[src/rtl/alu_uop_decoder_pkg.sv]
// Shared decode constants for the ALU uop decoder: opcodes, funct fields,
// class bit indices and control codes.
package alu_uop_pkg;

    localparam int CTRL_W = 5;
    localparam int CLS_W  = 5;

    localparam logic [6:0] OPC_OP     = 7'b0110011;
    localparam logic [6:0] OPC_OPIMM  = 7'b0010011;
    localparam logic [6:0] OPC_BRANCH = 7'b1100011;
    localparam logic [6:0] OPC_JAL    = 7'b1101111;
    localparam logic [6:0] OPC_JALR   = 7'b1100111;

    localparam logic [2:0] F3_ADD  = 3'b000;
    localparam logic [2:0] F3_SLL  = 3'b001;
    localparam logic [2:0] F3_SLT  = 3'b010;
    localparam logic [2:0] F3_SLTU = 3'b011;
    localparam logic [2:0] F3_XOR  = 3'b100;
    localparam logic [2:0] F3_SR   = 3'b101;
    localparam logic [2:0] F3_OR   = 3'b110;
    localparam logic [2:0] F3_AND  = 3'b111;

    localparam logic [2:0] F3_BEQ  = 3'b000;
    localparam logic [2:0] F3_BNE  = 3'b001;
    localparam logic [2:0] F3_BLT  = 3'b100;
    localparam logic [2:0] F3_BGE  = 3'b101;
    localparam logic [2:0] F3_BLTU = 3'b110;
    localparam logic [2:0] F3_BGEU = 3'b111;
    localparam logic [2:0] F3_JALR = 3'b000;

    localparam logic [6:0] F7_BASE = 7'b0000000;
    localparam logic [6:0] F7_ALT  = 7'b0100000;

    localparam int CLS_ADD    = 0;
    localparam int CLS_LOGIC  = 1;
    localparam int CLS_SHIFT  = 2;
    localparam int CLS_CMP    = 3;
    localparam int CLS_BRANCH = 4;

    typedef enum logic [CTRL_W-1:0] {
        CTRL_NONE = 5'd0,  CTRL_ADD  = 5'd1,  CTRL_SUB  = 5'd2,  CTRL_AND  = 5'd3,
        CTRL_OR   = 5'd4,  CTRL_XOR  = 5'd5,  CTRL_SLL  = 5'd6,  CTRL_SRL  = 5'd7,
        CTRL_SRA  = 5'd8,  CTRL_SLT  = 5'd9,  CTRL_SLTU = 5'd10, CTRL_BEQ  = 5'd11,
        CTRL_BNE  = 5'd12, CTRL_BLT  = 5'd13, CTRL_BGE  = 5'd14, CTRL_BLTU = 5'd15,
        CTRL_BGEU = 5'd16, CTRL_JAL  = 5'd17, CTRL_JALR = 5'd18
    } ctrl_e;

    typedef struct packed {
        logic [CLS_W-1:0] cls;
        ctrl_e            ctrl;
        logic             imm;
        logic             illegal;
    } uop_dec_t;

    function automatic logic [CLS_W-1:0] ctrl_class(input ctrl_e c);
        logic [CLS_W-1:0] r;
        r = '0;
        case (c)
            CTRL_ADD, CTRL_SUB:                    r[CLS_ADD]    = 1'b1;
            CTRL_AND, CTRL_OR, CTRL_XOR:           r[CLS_LOGIC]  = 1'b1;
            CTRL_SLL, CTRL_SRL, CTRL_SRA:          r[CLS_SHIFT]  = 1'b1;
            CTRL_SLT, CTRL_SLTU:                   r[CLS_CMP]    = 1'b1;
            CTRL_BEQ, CTRL_BNE, CTRL_BLT, CTRL_BGE,
            CTRL_BLTU, CTRL_BGEU, CTRL_JAL, CTRL_JALR: r[CLS_BRANCH] = 1'b1;
            default:                               r = '0;
        endcase
        return r;
    endfunction

endpackage

[src/rtl/alu_uop_decoder_if.sv]
// Input-bundle / output-bundle handshake bus of the ALU uop decoder.
// master drives bundles and out_ready; slave is the decoder.
interface alu_uop_decoder_if #(parameter int LANES = 2);
    import alu_uop_pkg::*;

    logic                    in_valid;
    logic                    in_ready;
    logic [LANES-1:0]        in_lane_en;
    logic [7*LANES-1:0]      in_opcode;
    logic [3*LANES-1:0]      in_funct3;
    logic [7*LANES-1:0]      in_funct7;
    logic                    flush;
    logic                    out_valid;
    logic                    out_ready;
    logic [CLS_W*LANES-1:0]  out_class;
    logic [CTRL_W*LANES-1:0] out_ctrl;
    logic [LANES-1:0]        out_imm;
    logic [LANES-1:0]        out_illegal;

    modport master (
        output in_valid, in_lane_en, in_opcode, in_funct3, in_funct7, flush, out_ready,
        input  in_ready, out_valid, out_class, out_ctrl, out_imm, out_illegal
    );

    modport slave (
        input  in_valid, in_lane_en, in_opcode, in_funct3, in_funct7, flush, out_ready,
        output in_ready, out_valid, out_class, out_ctrl, out_imm, out_illegal
    );

endinterface

[src/rtl/alu_uop_decoder_lane_dec.sv]
// Combinational decode of one uop lane into class / control / immediate flag.
// Disabled and illegal lanes produce all-zero class, ctrl and imm.
module alu_uop_lane_dec
    import alu_uop_pkg::*;
(
    input  logic       i_en,
    input  logic [6:0] i_opcode,
    input  logic [2:0] i_funct3,
    input  logic [6:0] i_funct7,
    output uop_dec_t   o_dec
);

    ctrl_e w_ctrl;
    logic  w_imm;
    logic  w_bad;
    logic  w_ok;

    always_comb begin
        w_ctrl = CTRL_NONE;
        w_imm  = 1'b0;
        w_bad  = 1'b0;
        case (i_opcode)
            OPC_OP: begin
                if (i_funct7 == F7_BASE) begin
                    case (i_funct3)
                        F3_ADD:  w_ctrl = CTRL_ADD;
                        F3_SLL:  w_ctrl = CTRL_SLL;
                        F3_SLT:  w_ctrl = CTRL_SLT;
                        F3_SLTU: w_ctrl = CTRL_SLTU;
                        F3_XOR:  w_ctrl = CTRL_XOR;
                        F3_SR:   w_ctrl = CTRL_SRL;
                        F3_OR:   w_ctrl = CTRL_OR;
                        default: w_ctrl = CTRL_AND;
                    endcase
                end else if (i_funct7 == F7_ALT && i_funct3 == F3_ADD) begin
                    w_ctrl = CTRL_SUB;
                end else if (i_funct7 == F7_ALT && i_funct3 == F3_SR) begin
                    w_ctrl = CTRL_SRA;
                end else begin
                    w_bad = 1'b1;
                end
            end
            OPC_OPIMM: begin
                // funct7 only qualifies the shift-immediate forms
                w_imm = 1'b1;
                case (i_funct3)
                    F3_ADD:  w_ctrl = CTRL_ADD;
                    F3_SLT:  w_ctrl = CTRL_SLT;
                    F3_SLTU: w_ctrl = CTRL_SLTU;
                    F3_XOR:  w_ctrl = CTRL_XOR;
                    F3_OR:   w_ctrl = CTRL_OR;
                    F3_AND:  w_ctrl = CTRL_AND;
                    F3_SLL: begin
                        if (i_funct7 == F7_BASE) w_ctrl = CTRL_SLL;
                        else                     w_bad  = 1'b1;
                    end
                    default: begin
                        if (i_funct7 == F7_BASE)     w_ctrl = CTRL_SRL;
                        else if (i_funct7 == F7_ALT) w_ctrl = CTRL_SRA;
                        else                         w_bad  = 1'b1;
                    end
                endcase
            end
            OPC_BRANCH: begin
                case (i_funct3)
                    F3_BEQ:  w_ctrl = CTRL_BEQ;
                    F3_BNE:  w_ctrl = CTRL_BNE;
                    F3_BLT:  w_ctrl = CTRL_BLT;
                    F3_BGE:  w_ctrl = CTRL_BGE;
                    F3_BLTU: w_ctrl = CTRL_BLTU;
                    F3_BGEU: w_ctrl = CTRL_BGEU;
                    default: w_bad  = 1'b1;
                endcase
            end
            OPC_JAL: w_ctrl = CTRL_JAL;
            OPC_JALR: begin
                if (i_funct3 == F3_JALR) begin
                    w_ctrl = CTRL_JALR;
                    w_imm  = 1'b1;
                end else begin
                    w_bad = 1'b1;
                end
            end
            default: w_bad = 1'b1;
        endcase
    end

    assign w_ok = i_en && !w_bad;

    always_comb begin
        o_dec         = '0;
        o_dec.illegal = i_en && w_bad;
        if (w_ok) begin
            o_dec.ctrl = w_ctrl;
            o_dec.cls  = ctrl_class(w_ctrl);
            o_dec.imm  = w_imm;
        end
    end

endmodule

[src/rtl/alu_uop_decoder.sv]
// One-stage registered ALU uop decoder, LANES uops per bundle.
// Optional per-class performance counters under ALU_UOP_PERF_CNT_EN.
module alu_uop_decoder
    import alu_uop_pkg::*;
#(
    parameter int LANES = 2,
    parameter int CNT_W = 16
) (
    input  logic             clk,
    input  logic             reset,
    alu_uop_decoder_if.slave bus
`ifdef ALU_UOP_PERF_CNT_EN
    ,
    output logic [CNT_W-1:0] cnt_add,
    output logic [CNT_W-1:0] cnt_logic,
    output logic [CNT_W-1:0] cnt_shift,
    output logic [CNT_W-1:0] cnt_cmp,
    output logic [CNT_W-1:0] cnt_branch,
    output logic [CNT_W-1:0] cnt_illegal
`endif
);

    uop_dec_t                         w_dec [LANES];
    logic                             w_in_ready;
    logic                             w_accept;

    logic                             r_vld;
    logic [LANES-1:0][CLS_W-1:0]      r_cls;
    logic [LANES-1:0][CTRL_W-1:0]     r_ctrl;
    logic [LANES-1:0]                 r_imm;
    logic [LANES-1:0]                 r_illegal;

    for (genvar g = 0; g < LANES; g++) begin : g_lane
        alu_uop_lane_dec u_dec (
            .i_en     (bus.in_lane_en[g]),
            .i_opcode (bus.in_opcode[7*g +: 7]),
            .i_funct3 (bus.in_funct3[3*g +: 3]),
            .i_funct7 (bus.in_funct7[7*g +: 7]),
            .o_dec    (w_dec[g])
        );
    end

    // flush and reset both block acceptance so the bundle stays with the producer
    assign w_in_ready = !reset && !bus.flush && (!r_vld || bus.out_ready);
    assign w_accept   = bus.in_valid && w_in_ready;

    always_ff @(posedge clk) begin
        if (reset) begin
            r_vld     <= 1'b0;
            r_cls     <= '0;
            r_ctrl    <= '0;
            r_imm     <= '0;
            r_illegal <= '0;
        end else if (bus.flush) begin
            r_vld <= 1'b0;
        end else if (w_accept) begin
            r_vld <= 1'b1;
            for (int l = 0; l < LANES; l++) begin
                r_cls[l]     <= w_dec[l].cls;
                r_ctrl[l]    <= w_dec[l].ctrl;
                r_imm[l]     <= w_dec[l].imm;
                r_illegal[l] <= w_dec[l].illegal;
            end
        end else if (r_vld && bus.out_ready) begin
            r_vld <= 1'b0;
        end
    end

    assign bus.in_ready    = w_in_ready;
    assign bus.out_valid   = r_vld;
    assign bus.out_class   = r_cls;
    assign bus.out_ctrl    = r_ctrl;
    assign bus.out_imm     = r_imm;
    assign bus.out_illegal = r_illegal;

`ifdef ALU_UOP_PERF_CNT_EN
    localparam int NCNT    = 6;
    localparam int CNT_ILL = 5;

    logic [NCNT-1:0][2:0]       w_inc;
    logic [NCNT-1:0][CNT_W:0]   w_sum;
    logic [NCNT-1:0][CNT_W-1:0] r_cnt;
    logic                       w_fire;

    assign w_fire = r_vld && bus.out_ready;

    always_comb begin
        w_inc = '0;
        for (int l = 0; l < LANES; l++) begin
            for (int k = 0; k < CLS_W; k++)
                w_inc[k] = w_inc[k] + {2'b00, r_cls[l][k]};
            w_inc[CNT_ILL] = w_inc[CNT_ILL] + {2'b00, r_illegal[l]};
        end
        for (int k = 0; k < NCNT; k++)
            w_sum[k] = {1'b0, r_cnt[k]} + (CNT_W+1)'(w_inc[k]);
    end

    // a carry out of the counter width means saturate at all-ones
    always_ff @(posedge clk) begin
        if (reset) begin
            r_cnt <= '0;
        end else if (w_fire) begin
            for (int k = 0; k < NCNT; k++)
                r_cnt[k] <= w_sum[k][CNT_W] ? {CNT_W{1'b1}} : w_sum[k][CNT_W-1:0];
        end
    end

    assign cnt_add     = r_cnt[CLS_ADD];
    assign cnt_logic   = r_cnt[CLS_LOGIC];
    assign cnt_shift   = r_cnt[CLS_SHIFT];
    assign cnt_cmp     = r_cnt[CLS_CMP];
    assign cnt_branch  = r_cnt[CLS_BRANCH];
    assign cnt_illegal = r_cnt[CNT_ILL];
`endif

endmodule
[src/flat_wrapper.sv]
// flat-port wrapper written by rule: the top's interface ports become plain ports
module alu_uop_decoder_flat import alu_uop_pkg::*;
#(
    parameter int LANES = 2,
    parameter int CNT_W = 16
)
  (clk, reset, bus_in_valid, bus_in_lane_en, bus_in_opcode, bus_in_funct3, bus_in_funct7, bus_flush, bus_out_ready, bus_in_ready, bus_out_valid, bus_out_class, bus_out_ctrl, bus_out_imm, bus_out_illegal);
  alu_uop_decoder_if #(.LANES(LANES)) bus_i ();
  input  logic clk;
  input  logic reset;
  input wire logic [$bits(bus_i.in_valid)-1:0] bus_in_valid;
  input wire logic [$bits(bus_i.in_lane_en)-1:0] bus_in_lane_en;
  input wire logic [$bits(bus_i.in_opcode)-1:0] bus_in_opcode;
  input wire logic [$bits(bus_i.in_funct3)-1:0] bus_in_funct3;
  input wire logic [$bits(bus_i.in_funct7)-1:0] bus_in_funct7;
  input wire logic [$bits(bus_i.flush)-1:0] bus_flush;
  input wire logic [$bits(bus_i.out_ready)-1:0] bus_out_ready;
  output wire logic [$bits(bus_i.in_ready)-1:0] bus_in_ready;
  output wire logic [$bits(bus_i.out_valid)-1:0] bus_out_valid;
  output wire logic [$bits(bus_i.out_class)-1:0] bus_out_class;
  output wire logic [$bits(bus_i.out_ctrl)-1:0] bus_out_ctrl;
  output wire logic [$bits(bus_i.out_imm)-1:0] bus_out_imm;
  output wire logic [$bits(bus_i.out_illegal)-1:0] bus_out_illegal;
  assign bus_i.in_valid = bus_in_valid;
  assign bus_i.in_lane_en = bus_in_lane_en;
  assign bus_i.in_opcode = bus_in_opcode;
  assign bus_i.in_funct3 = bus_in_funct3;
  assign bus_i.in_funct7 = bus_in_funct7;
  assign bus_i.flush = bus_flush;
  assign bus_i.out_ready = bus_out_ready;
  assign bus_in_ready = bus_i.in_ready;
  assign bus_out_valid = bus_i.out_valid;
  assign bus_out_class = bus_i.out_class;
  assign bus_out_ctrl = bus_i.out_ctrl;
  assign bus_out_imm = bus_i.out_imm;
  assign bus_out_illegal = bus_i.out_illegal;
  alu_uop_decoder #(.LANES(LANES), .CNT_W(CNT_W)) u_core (.clk(clk), .reset(reset), .bus(bus_i));
endmodule
[config.mk]
export PLATFORM = sky130hd
export DESIGN_NAME = alu_uop_decoder_flat
export DESIGN_NICKNAME = d
export VERILOG_FILES = /design/src/rtl/alu_uop_decoder_pkg.sv /design/src/rtl/alu_uop_decoder_if.sv /design/src/rtl/alu_uop_decoder_lane_dec.sv /design/src/rtl/alu_uop_decoder.sv /design/src/flat_wrapper.sv
export SDC_FILE = /design/constraint.sdc
export NUM_CORES = 1
export LEC_CHECK = 0
export CORE_ASPECT_RATIO = 1.1
export CORE_MARGIN = 4
export CORE_UTILIZATION = 46
export DETAILED_ROUTE_END_ITERATION = 6
export PLACE_DENSITY_LB_ADDON = 0.25
export SETUP_SLACK_MARGIN = 0.3
export SLEW_MARGIN = 20
export SYNTH_ARGS = -nofsm -noshare
export SYNTH_HDL_FRONTEND = slang
export SYNTH_SLANG_ARGS = --single-unit
[constraint.sdc]
create_clock -name clk -period 2.6 [get_ports clk]
set_input_delay 0.52 -clock clk [delete_from_list [all_inputs] [get_ports clk]]
set_output_delay 0.52 -clock clk [all_outputs]
set_load 0.02 [all_outputs]
=== After elaboration in Yosys (flattened, before gate mapping) ===
Cells that the tools add are included.

* Latch bits: 0
* Word-level logic and storage cells: 169
* Output and inout bits: 26
* RAM bits: 0
* Memories: 0
* Bits in registers: 25
* ROM bits: 0

* Shift-type cells: 0
* Multiply operators: 0
* Order comparisons: 0
* $add $sub $neg: 0
* Bitwise logic cells: 1
* Eq/ne operators: 62
* Multiplexer cells: 60
* Div/mod/pow operators: 0
* Reductions and logical operators: 39

{| class="wikitable"
|+ Operators with widths
! cell !! count
|-
| $pmux 4 s7 || 4
|-
| $eq 5x4->1 const B || 16
|-
| $pmux 5 s6 || 2
|-
| $pmux 5 s5 || 2
|-
| $eq 7x7->1 const B || 6
|-
| $eq 5x3->1 const B || 8
|-
| $mux 4 || 8
|-
| $eq 5x5->1 const B || 6
|-
| $mux 1 || 30
|-
| $eq 7x6->1 const B || 4
|-
| $eq 3x3->1 const B || 8
|-
| $reduce_or 6->1 || 4
|-
| $mux 11 || 2
|-
| $eq 5x2->1 const B || 4
|-
| $mux 5 || 4
|-
| $reduce_or 8->1 || 2
|-
| $eq 7x5->1 const B || 2
|-
| $logic_not 7->1 || 2
|-
| $eq 3x2->1 const B || 4
|-
| $logic_and 1x1->1 || 12
|-
| $reduce_or 3->1 || 4
|-
| $eq 5x1->1 const B || 2
|-
| $pmux 1 s5 || 2
|-
| $reduce_or 2->1 || 5
|-
| other kinds (9) || 19
|}

=== Depth between registers and ports, before layout ===
* Depth in word-level cells: 10
* Gate-level depth with buffers: 8
* Gate-level depth less buffers: 6

=== Hierarchy ===
From an unflattened synthesis, not the netlist that was laid out.

* Cell total of the unflattened synthesis: 302
* Area, all modules: 2,344.7 µm²

{| class="wikitable"
|+ By module, submodules not included
! module !! area each (µm²) !! cells each !! instances
|-
| alu_uop_lane_dec || 599.3 || 91 || 2
|-
| alu_uop_decoder || 1,146.1 || 120 || 1
|}

=== Worst setup path after synthesis ===
OpenSTA, ideal clock, no wires.

* Kind: input to register
* From: in bus_in_opcode[5]
* To: reg u_core.r_cls (netlist bit u_core.bus.out_class[0])
* Path slack: 342 ps
* Required time: 2,541 ps
* Buffers on the path: 1
* Cell stages on the path: 7
* Arrival time: 2,199 ps
* Cells stage by stage: buf_4 -> or4b_4 -> nand3_2 -> a311oi_4 -> or4_4 -> nor4_2 -> a22o_1

* Word-level cells in the longest chain between the ends: 6
* Elaborated cells between the ends (all ways): 14
* Classes of those cells: eq/ne (7); mux (4); reduce/logical (3)

{| class="wikitable"
|+ Ends and longest elaborated chain
! element !! line !! source
|-
| start: declaration || flat_wrapper.sv:13 || <nowiki>input wire logic [$bits(bus_i.in_opcode)-1:0] bus_in_opcode;</nowiki>
|-
| $eq 7x7->1 (tied with other cells) || alu_uop_decoder_lane_dec.sv:22 || <nowiki>case (i_opcode)</nowiki>
|-
| $pmux 5 s5 || alu_uop_decoder_lane_dec.sv:22 ||
|-
| $eq 5x1->1 / $eq 5x2->1 (equally long branches) || alu_uop_decoder_pkg.sv:58 || <nowiki>case (c)</nowiki>
|-
| $reduce_or 2->1 || alu_uop_decoder_pkg.sv:58 ||
|-
| $mux 1 || alu_uop_decoder_pkg.sv:58 ||
|-
| $mux 11 * || alu_uop_decoder_lane_dec.sv:93 || <nowiki>if (w_ok) begin</nowiki>
|-
| end signal: indexed assignment || alu_uop_decoder.sv:59 || <nowiki>r_cls[l] <= w_dec[l].cls;</nowiki>
|-
| end: declaration || alu_uop_decoder.sv:28 || <nowiki>logic [LANES-1:0][CLS_W-1:0] r_cls;</nowiki>
|}

Mark *: on every way between the ends. The rest lies on a longest branch, timed or not.
A chain may end at the register's enable or synchronous reset.

=== Worst setup path after layout ===
* From: in bus_out_ready
* To: out bus_in_ready

* Word-level cells in the longest chain between the ends: 2

{| class="wikitable"
|+ Ends and longest elaborated chain
! element !! line !! source
|-
| start: declaration || flat_wrapper.sv:17 || <nowiki>input wire logic [$bits(bus_i.out_ready)-1:0] bus_out_ready;</nowiki>
|-
| $logic_or 1x1->1 || alu_uop_decoder.sv:44 || <nowiki>assign w_in_ready = !reset && !bus.flush && (!r_vld || bus.out_ready);</nowiki>
|-
| $logic_and 1x1->1 || alu_uop_decoder.sv:44 ||
|-
| end: declaration || flat_wrapper.sv:18 || <nowiki>output wire logic [$bits(bus_i.in_ready)-1:0] bus_in_ready;</nowiki>
|}

Every way passes these cells.

==> results_dict.tcl <==
set metrics [dict create \
    cp_data_arrival_time_ns 1.79 \
    start_kind "input pin" \
    preCtsSetupSlack_ns -0.205 \
    place_area_um2 3030 \
    synth_ff_type "dfxtp_1" \
    gp_congestion 0.930 \
    power.density_nw_per_um2 261 \
    wl_per_cell_um 18.5 \
    hold_path_class "reg -> reg" \
    reg2reg_from "u_core.bus.out_valid" \
    setup_viol 0 \
    dr.pass1.iters 5 \
    fp.dieH_um 76.2 \
    switching_share_pct 30.0 \
    yosysTopAreaCellShare_pct 25.7 \
    cts_buffers 3 \
    dp_hpwl_mm 5.21 \
    clock-skew-final_ns 0.00469 \
    routed_via_density 6.13 \
    path_class "in -> out" \
    clockRootBuffer "clkbuf_8" \
    cts_buffer_depth 2 \
    yosys_warnings 0 \
    p_seq_share_pct 43.5 \
    synthMostInstantiatedCell "dfxtp_1" \
    fin_crit_ns 2.31 \
    worstHoldStart "u_core.bus.out_ctrl[6]" \
    status "finished clean" \
    syn-num-nets 282 \
    power.switching_uw 266 \
    final_util_pct 84.2 \
    synth_area_um2 1940 \
    overflow 0 \
    slew_headroom_pct 61.8 \
    yosys-top-cells-area "dfxtp_1, nand2_1, nor3_1" \
    track_usage_pct 25.6 \
    finalHoldViolations 0 \
    portBuffers 66 \
    worstSkewPairLatency_ns 0.28 \
    fin_ws_ns 0.292 \
    fin_nets 409 \
    crit_start "bus_out_ready" \
    drt_wl_total_mm 7.74 \
    numClockSinks 25 \
    syn_avg_cell_area_um2 8.07 \
    drt_iter0_markers 282 \
    die_w_um 70.0 \
    synthCells 241 \
    comb_power_share_pct 28.1 \
    antenna_found_initial 0 \
    finalInstanceArea_um2 3390 \
    start_util_pct 48.3 \
    timing.final.crit_share_pct 88.8 \
    slew_viol_final 0 \
    crit_required_ns 2.08 \
    grt_pass1_vias 2457 \
    drcViolationCount 0 \
    synth_edf_count 0 \
    clk_pin_slew_ns 0.10 \
    syn2layout_area_growth_pct 74.3 \
    core_area_um2 4020 \
    tightest_slew_ns 0.572 \
    ant_nets 0 \
    async_reset_ff_share_pct 0 \
    cts_tree "done" \
    max_cap_viol_count 0 \
    die_area_um2 5330 \
    power_leakage_uw 0.00136 \
    io_pins 67 \
    drive_above_1_share_pct 37.3 \
    path_max_fanout 3 \
    grt_pass1_wl_mm 11.4 \
    fmax_ghz 0.433 \
    synth.distinct_cells 74 \
    routed-via-count 2567 \
    ys_ff_latch 25 \
    cts_hold_buf 0 \
    rows 24 \
    antenna_cells 0 \
    fillers 242 \
    max-vdd-ir-drop_uv 185 \
    p_int_uw 620 \
    grt_max_degree 16 \
    htree_levels 1 \
    critPathCaptureType "output port" \
    rsz0062_at_grt "true" \
    clock_power_share_pct 28.4 \
    seq_area_frac_synth_pct 25.7 \
    synth_common_cells "dfxtp_1, nand2_1, nor2_1" \
    synth_top_cell_by_area "dfxtp_1" \
]
[final timing paths]
path / to / slack [ns] / cells after the start
min reg2reg: u_core.bus.out_ctrl[6] / 0.46 / 2
max reg2reg: u_core.bus.out_class[0] / 0.64 / 6
max: bus_in_ready / 0.29 / 4
min: u_core.bus.out_ctrl[6] / 0.46 / 2
[worst max-delay path: stages]
cell             delay, ns
clkdlybuf4s50_1       0.40
nor2b_1               0.39
nor3_2                0.12
dlygate4sd2_1         0.35
[what timing repair did]
item / in CTS / in global routing
pin swaps: 22 / 20
setup endpoints to repair: 17 / 16
setup buffers: 8 / 5
resized for setup: 42 / 40
[per-stage QoR]
stage | power [uW] | cells | setup TNS (ns) | hold WS [ns]
final | 886 | 419 | 0 | 0.458
after global routing | 911 | 419 | 0 | 0.484
after CTS | 859 | 414 | 0 | 0.458
after detailed placement | 623 | 402 | -1.42 | 0.445
after global placement | 618 | 402 | -0.827 | 0.431
after floorplan | 485 | 241 | 0 | 0.523
[kinds of logic after synthesis]
kind of cell	after synthesis	synth area share [%]
xor gates and xnor gates	4	1.80
DFF	25	25.7
muxes	2	1.16
and+or+nand+nor	117	37.0
AOI/OAI and AO/OA	71	28.8
buffers and inverters	22	5.47
[final cells by class]
class                           instances  area, um^2  share of cell area (%)
Timing Repair Buffer                  136        1190                    35.0
Tap cell                               52        65.1                    1.92
Sequential cell                        25         500                    14.8
Inverter                                8        30.0                   0.886
Multi-Input combinational cell        194        1560                    46.0
Clock buffer                            3        41.3                    1.22
Clock inverter                          1        7.51                   0.222
[cells in the final DEF, fill, tap and decap left out, types with 10 or more instances in the layout]
master,count
buf_4,68
dfxtp_1,25
a21oi_1,10
nand2_1,20
dlygate4sd2_1,16
nor2_1,16
clkdlybuf4s50_1,37
[state kept, by name (all words and copies together) (netlist names)]
name                    cells
u_core.bus.out_imm          2
u_core.bus.out_illegal      2
u_core.bus.out_valid        1
u_core.bus.out_ctrl        10
u_core.bus.out_class       10
[power groups by stage]
stage | Clock [uW] | Combinational, uW | Sequential, uW
final | 251 | 249 | 385
after CTS | 244 | 229 | 385
after global routing | 261 | 264 | 386
after global placement | 0 | 224 | 394
after detailed placement | 0 | 229 | 394
after floorplan | 0 | 89.1 | 396
[layer usage]
metal	global-route usage, %	routed length [um]
met4	10.2	382
met1	29.4	2740
met3	3.83	507
met5	0	0
met2	46.7	4110
No activity file was read; power rests on OpenSTA's default activity.
